`src/rtl/sram_tester_pkg.sv`:
```
// rtl/sram_tester_pkg.sv - shared types, LFSR constants and step function for the SRAM tester
package sram_tester_pkg;

  typedef enum logic [2:0] {
    IDLE,
    WR,
    RD_REQ,
    RD_WAIT,
    DONE
  } state_t;

  // Right-shifting Fibonacci register: feedback from bits 0,2,3,5 realises x^16+x^14+x^13+x^11+1
  localparam logic [15:0] LFSR_TAPS    = 16'h002D;
  localparam logic [15:0] DEFAULT_SEED = 16'hACE1;

  function automatic logic [15:0] next_lfsr(input logic [15:0] cur);
    return {^(cur & LFSR_TAPS), cur[15:1]};
  endfunction

endpackage

```
`src/rtl/sram_pattern_gen.sv`:
```
// rtl/sram_pattern_gen.sv - test pattern source shared by write and read phases; SRAM_TESTER_LFSR_EN selects LFSR data
module sram_pattern_gen
  import sram_tester_pkg::*;
#(
  parameter int          ADDR_W = 18,
  parameter int          DATA_W = 16,
  parameter logic [15:0] SEED   = DEFAULT_SEED
) (
  input  logic              clk,
  input  logic              rst,
  input  logic              restart,
  input  logic              advance,
  input  logic [ADDR_W-1:0] base,
  output logic [DATA_W-1:0] pattern
);

`ifdef SRAM_TESTER_LFSR_EN
  logic [15:0]       lfsr;
  logic [ADDR_W-1:0] unused_base;

  assign unused_base = base;

  always_ff @(posedge clk) begin
    if (rst) begin
      lfsr <= '0;
    end else if (restart) begin
      lfsr <= SEED;
    end else if (advance) begin
      lfsr <= next_lfsr(lfsr);
    end
  end

  assign pattern = DATA_W'(lfsr);
`else
  logic [ADDR_W-1:0] addr;
  logic [15:0]       unused_seed;

  assign unused_seed = SEED;

  // Tracks the word address in step with the tester so data equals its own address
  always_ff @(posedge clk) begin
    if (rst) begin
      addr <= '0;
    end else if (restart) begin
      addr <= base;
    end else if (advance) begin
      addr <= addr + ADDR_W'(1);
    end
  end

  assign pattern = DATA_W'(addr);
`endif

endmodule

```
`src/rtl/sram_amm_tester.sv`:
```
// rtl/sram_amm_tester.sv - Avalon-MM write/read-back memory tester; SRAM_TESTER_LFSR_EN selects LFSR pattern
module sram_amm_tester
  import sram_tester_pkg::*;
#(
  parameter int          ADDR_W  = 18,
  parameter int          DATA_W  = 16,
  parameter int          TIMEOUT = 64,
  parameter logic [15:0] SEED    = DEFAULT_SEED
) (
  input  logic              clk_i,
  input  logic              rst_i,
  input  logic              start_i,
  input  logic [ADDR_W-1:0] base_addr_i,
  input  logic [ADDR_W:0]   words_i,
  output logic [ADDR_W-1:0] amm_address_o,
  output logic              amm_read_o,
  output logic              amm_write_o,
  output logic [DATA_W-1:0] amm_writedata_o,
  input  logic              amm_readdatavalid_i,
  input  logic [DATA_W-1:0] amm_readdata_i,
  input  logic              amm_waitrequest_i,
  output logic              busy_o,
  output logic              done_o,
  output logic              pass_o,
  output logic              timeout_o,
  output logic [15:0]       err_cnt_o,
  output logic [ADDR_W-1:0] first_err_addr_o
);

  localparam int TW = $clog2(TIMEOUT + 1);
  // DONE adds one cycle ahead of done_o, so abort two short of TIMEOUT to land done_o TIMEOUT cycles after acceptance
  localparam logic [TW-1:0] TO_LIMIT = TW'(TIMEOUT - 2);

  state_t            state, next_state;
  logic [ADDR_W-1:0] base_q;
  logic [ADDR_W:0]   words_q;
  logic [ADDR_W:0]   idx;
  logic [ADDR_W:0]   idx_inc;
  logic [TW-1:0]     wait_cnt;
  logic              timeout_q;
  logic              wr_acc;
  logic              rd_acc;
  logic              last_word;
  logic              gen_restart;
  logic              gen_advance;
  logic              mismatch;
  logic              to_hit;
  logic [ADDR_W-1:0] gen_base;
  logic [DATA_W-1:0] pattern;

  assign idx_inc   = idx + (ADDR_W + 1)'(1);
  assign last_word = (idx_inc == words_q);
  assign wr_acc    = amm_write_o && !amm_waitrequest_i;
  assign rd_acc    = amm_read_o && !amm_waitrequest_i;
  assign gen_base  = (state == IDLE) ? base_addr_i : base_q;

  sram_pattern_gen #(
    .ADDR_W (ADDR_W),
    .DATA_W (DATA_W),
    .SEED   (SEED)
  ) u_pattern (
    .clk     (clk_i),
    .rst     (rst_i),
    .restart (gen_restart),
    .advance (gen_advance),
    .base    (gen_base),
    .pattern (pattern)
  );

  assign amm_writedata_o = pattern;

  always_comb begin
    next_state  = state;
    gen_restart = 1'b0;
    gen_advance = 1'b0;
    mismatch    = 1'b0;
    to_hit      = 1'b0;
    case (state)
      IDLE: begin
        // busy_o still covers the done_o cycle, so a start there is dropped
        if (start_i && !busy_o) begin
          gen_restart = 1'b1;
          next_state  = (words_i == '0) ? DONE : WR;
        end
      end
      WR: begin
        if (wr_acc) begin
          if (last_word) begin
            gen_restart = 1'b1;
            next_state  = RD_REQ;
          end else begin
            gen_advance = 1'b1;
          end
        end
      end
      RD_REQ: begin
        if (rd_acc) begin
          next_state = RD_WAIT;
        end
      end
      RD_WAIT: begin
        if (amm_readdatavalid_i) begin
          mismatch    = (amm_readdata_i != pattern);
          gen_advance = 1'b1;
          next_state  = last_word ? DONE : RD_REQ;
        end else if (wait_cnt >= TO_LIMIT) begin
          to_hit     = 1'b1;
          next_state = DONE;
        end
      end
      DONE: begin
        next_state = IDLE;
      end
      default: begin
        next_state = IDLE;
      end
    endcase
  end

  always_ff @(posedge clk_i) begin
    if (rst_i) begin
      state            <= IDLE;
      base_q           <= '0;
      words_q          <= '0;
      idx              <= '0;
      wait_cnt         <= '0;
      timeout_q        <= 1'b0;
      amm_address_o    <= '0;
      amm_read_o       <= 1'b0;
      amm_write_o      <= 1'b0;
      busy_o           <= 1'b0;
      done_o           <= 1'b0;
      pass_o           <= 1'b0;
      timeout_o        <= 1'b0;
      err_cnt_o        <= '0;
      first_err_addr_o <= '0;
    end else begin
      state       <= next_state;
      amm_write_o <= (next_state == WR);
      amm_read_o  <= (next_state == RD_REQ);
      busy_o      <= (next_state != IDLE) || (state == DONE);
      done_o      <= (state == DONE);
      case (state)
        IDLE: begin
          if (gen_restart) begin
            base_q           <= base_addr_i;
            words_q          <= words_i;
            idx              <= '0;
            amm_address_o    <= base_addr_i;
            timeout_q        <= 1'b0;
            pass_o           <= 1'b0;
            timeout_o        <= 1'b0;
            err_cnt_o        <= '0;
            first_err_addr_o <= '0;
          end
        end
        WR: begin
          if (wr_acc) begin
            if (last_word) begin
              idx           <= '0;
              amm_address_o <= base_q;
            end else begin
              idx           <= idx_inc;
              amm_address_o <= amm_address_o + ADDR_W'(1);
            end
          end
        end
        RD_REQ: begin
          if (rd_acc) begin
            wait_cnt <= '0;
          end
        end
        RD_WAIT: begin
          if (amm_readdatavalid_i) begin
            if (mismatch) begin
              if (err_cnt_o != 16'hFFFF) begin
                err_cnt_o <= err_cnt_o + 16'd1;
              end
              if (err_cnt_o == '0) begin
                first_err_addr_o <= amm_address_o;
              end
            end
            idx           <= idx_inc;
            amm_address_o <= amm_address_o + ADDR_W'(1);
          end else begin
            wait_cnt <= wait_cnt + TW'(1);
            if (to_hit) begin
              timeout_q <= 1'b1;
            end
          end
        end
        DONE: begin
          pass_o    <= (err_cnt_o == '0) && !timeout_q;
          timeout_o <= timeout_q;
        end
        default: begin
        end
      endcase
    end
  end

endmodule

```
`config.mk`:
```
export PLATFORM = sky130hd
export DESIGN_NAME = sram_amm_tester
export DESIGN_NICKNAME = d
export VERILOG_FILES = /design/src/rtl/sram_tester_pkg.sv /design/src/rtl/sram_pattern_gen.sv /design/src/rtl/sram_amm_tester.sv
export SDC_FILE = /design/constraint.sdc
export NUM_CORES = 1
export LEC_CHECK = 0
export ABC_AREA = 1
export BUFFER_PORTS_ARGS = -buffer_cell sky130_fd_sc_hd__buf_2
export CORE_MARGIN = 1
export CORE_UTILIZATION = 62
export CTS_CLUSTER_SIZE = 14
export DETAILED_ROUTE_END_ITERATION = 8
export PLACE_DENSITY = 0.86
export SLEW_MARGIN = 20
export SYNTH_ARGS = -nofsm -noshare
export SYNTH_HDL_FRONTEND = slang
export SYNTH_HIERARCHICAL = 1
export SYNTH_SLANG_ARGS = --single-unit
```
`constraint.sdc`:
```
create_clock -name clk_i -period 5.6 [get_ports clk_i]
set_input_delay 0 -clock clk_i [delete_from_list [all_inputs] [get_ports clk_i]]
set_output_delay 0 -clock clk_i [all_outputs]
set_load 0.03 [all_outputs]
```
==> results.py <==
metrics = {
    "placed_design": {
        "place_area_mm2": 0.00893,
        "numPortBuffers": 131,
        "globalplace.congestion": 0.905,
        "hpwlAfterDp_um": 16200,
        "pre_cts_slack_ns": 1.94,
    },
    "cells_and_area": {
        "fill_cells": 929,
        "num-nets-final": 1456,
        "final_layout_size_suffix_gt1_frac": 0.165,
        "antenna_cells_inserted": 0,
        "syn2layout_area_growth_pct": 21.1,
        "postLayoutCellArea_mm2": 0.00999,
    },
    "power_and_ir_drop": {
        "p_total_mw": 3.31,
        "power.density_mw_per_mm2": 332,
        "p_sw_mw": 1.13,
        "cellLeakagePower_nw": 4.29,
        "clkPwrFrac": 0.396,
        "swShare": 0.340,
        "share_of_total_power_in_combinational_logic": 0.241,
        "seq_power_share": 0.363,
        "worst_ir_drop_vdd_mv": 0.282,
        "internal-power_mw": 2.19,
    },
    "floorplanning": {
        "dieArea_mm2": 0.0138,
        "row_count": 41,
        "fp.dieH_um": 117,
        "io-pin-count": 132,
        "dieWidth_um": 117,
        "coreArea_mm2": 0.0128,
        "initial_core_util": 0.645,
    },
    "synth": {
        "post_synth_instance_area_mm2": 0.00824,
        "syn_nets": 1314,
        "syn_inst": 1249,
        "ys.warnings.count": 6,
        "post_synth.cell_area_avg_um2": 6.60,
    },
    "detailed_routing": {
        "detail_routed_via_count_per_cell": 5.84,
        "drt_wl_total_um": 24400,
        "detailroute.via_count": 9197,
        "ant_nets": 0,
        "post_drt_wl_per_cell_um": 15.5,
        "drt-pass1-iter-count": 6,
        "drcViolationCount": 0,
        "drt-initial-drc-count": 978,
    },
    "timing": {
        "timing.final.hold_violations": 0,
        "fmax_mhz": 276,
        "finalWorstPathRequiredPeriod_ns": 3.62,
        "worst_slew_pin_slew_ns": 0.756,
        "rsz_0062_raised_after_global_routing": "false",
        "final.setup_skew_ns": 0.00791,
        "slew_headroom": 0.496,
        "post-route-period-util": 0.647,
        "drv_slew": 0,
        "setup_viol": 0,
        "tns_ns": 0,
        "worst_slack_ns": 1.98,
    },
    "min_path": {
        "min-delay-path-class": "in2reg",
        "min_path_cells": 6,
    },
    "setup_path": {
        "worstPathMaxFanout": 17,
        "timing.critical_path.slowest_cell_delay_ns": 0.48,
        "cpLargestDelayFamily": "simple AND/OR/NAND/NOR gates",
        "worst-path-stages": 19,
        "endpoint_kind": "flip-flop",
        "crit_path_frequent_cell": "sky130_fd_sc_hd__nand2_1",
        "cp_cell_sequence": "nand2_1 > nor2_1 > nand3_1 > nand2_1 > nand2_1 > nand2_1 > nand2_1 > nor2_1 > nand2_1 > nor2_8 > nand2_4 > inv_1 > nand2_1 > nand2_1 > inv_2 > nand2_1 > inv_1 > nand3_1 > a21oi_1",
        "timing.setup.critical_path_class": "reg2reg",
        "timing.critical_path.from_type": "flip-flop",
        "critPathRequiredTime_ns": 5.89,
        "slowest_stage": "sky130_fd_sc_hd__nand2_1",
        "worst_setup_slack_for_register_to_register_paths_ns": 1.98,
        "worst_r2r_path_cells": 19,
        "critical_path_arrival_ns": 3.91,
        "cp.buffers_inverters": 3,
    },
    "cts": {
        "tritoncts": "done",
        "htreeDepth": 4,
        "cts_max_path_buffers": 2,
        "post_cts_buffers": 0,
        "clock_sink_count": 141,
        "clock_tree.root_cell": "sky130_fd_sc_hd__clkbuf_16",
        "insertion_delay_ns": 0.44,
        "clkSlewWorstSetupHoldPaths_ns": 0.06,
        "number_of_buffers_inserted_during_clock_tree_synthesis": 17,
    },
    "global_routing": {
        "pin_count_of_the_biggest_net_entering_global_routing": 71,
        "grt_pass1_vias": 8537,
        "grt_pass1_wl_um": 40100,
        "globalRouteOverflowTotal": 0,
        "initial_antenna_violation_count": 0,
        "gr-usage-all-layers": 0.357,
    },
    "outcome": {
        "outcome": "completed",
    },
    "flow_run": {
        "maxCapViolations": 0,
    },
}
[worst paths after layout]
check | start | endpoint
worst max-delay path | idx[10] | u_pattern/addr[9]
worst max register to register | idx[10] | u_pattern/addr[9]
worst min-delay path | amm_readdatavalid_i | wait_cnt[5]
worst min register to register | first_err_addr_o[4] | first_err_addr_o[4]
[layout by cell type (no fill, tap or decap), types with 16 or more instances in the layout]
cell / instances
sky130_fd_sc_hd__a21oi_1: 136
sky130_fd_sc_hd__buf_2: 131
sky130_fd_sc_hd__clkbuf_16: 17
sky130_fd_sc_hd__dfxtp_1: 141
sky130_fd_sc_hd__dlygate4sd3_1: 37
sky130_fd_sc_hd__inv_1: 141
sky130_fd_sc_hd__nand2_1: 286
sky130_fd_sc_hd__nand3_1: 80
sky130_fd_sc_hd__nand4_1: 59
sky130_fd_sc_hd__nor2_1: 97
sky130_fd_sc_hd__nor3_1: 16
sky130_fd_sc_hd__o21ai_0: 90
sky130_fd_sc_hd__xor2_1: 20
[layer usage]
metal,vias up,track usage,wire (µm)
met3,94,0.0744,1770
met4,0,0.183,982
met2,450,0.618,11900
met5,-,0,0
met1,4237,0.414,9730
li1,4416,-,-
[through the flow]
step,cells,hold slack (ns),utilization
after CTS,1576,0.0704,0.782
after global placement,1507,0.269,0.699
after detailed placement,1507,0.285,0.699
after global routing,1576,0.119,0.782
final,1576,0.0838,0.782
after floorplan,1249,0.0624,-
[layout make-up]
type	instances	area (µm²)	area share
inverters	149	559	0.0560
multi-input cells	906	4620	0.463
clock buffers	18	439	0.0440
flip-flops and latches	141	2820	0.283
repair buffers	176	1090	0.109
well taps	172	215	0.0216
clock inverters	14	241	0.0242
[sequential cells by signal, summed over array words and instances, names as in the netlist, 3 cells and up]
signal and cells:
amm_address_o 18, base_q 18, err_cnt_o 16, first_err_addr_o 18, idx 19, state 3, u_pattern/addr 16, wait_cnt 7
words_q 19
[repair_timing]
item | in CTS | in global routing
endpoints found under the setup margin | 0 | 0
hold endpoints to repair | 49 | 0
hold buffers | 37 | 0
resized for setup | 0 | 0
[power groups by stage]
stage,registers [mW],clock network (mW),logic (mW)
after detailed placement,1.22,0,0.755
after CTS,1.20,1.31,0.785
final,1.20,1.31,0.799
after global placement,1.22,0,0.743
after global routing,1.22,1.35,0.872
after floorplan,1.30,0,0.470
[worst reg2reg max path, delay by kind of cell, from the launching register on]
kind / cells / cell delay [ns]
AOI/OAI and AO/OA: 1 / 0.09
buffers and inverters: 3 / 0.50
DFF: 1 / 0.46
and+or+nand+nor: 15 / 2.45
(Power assumes the default switching activity.)
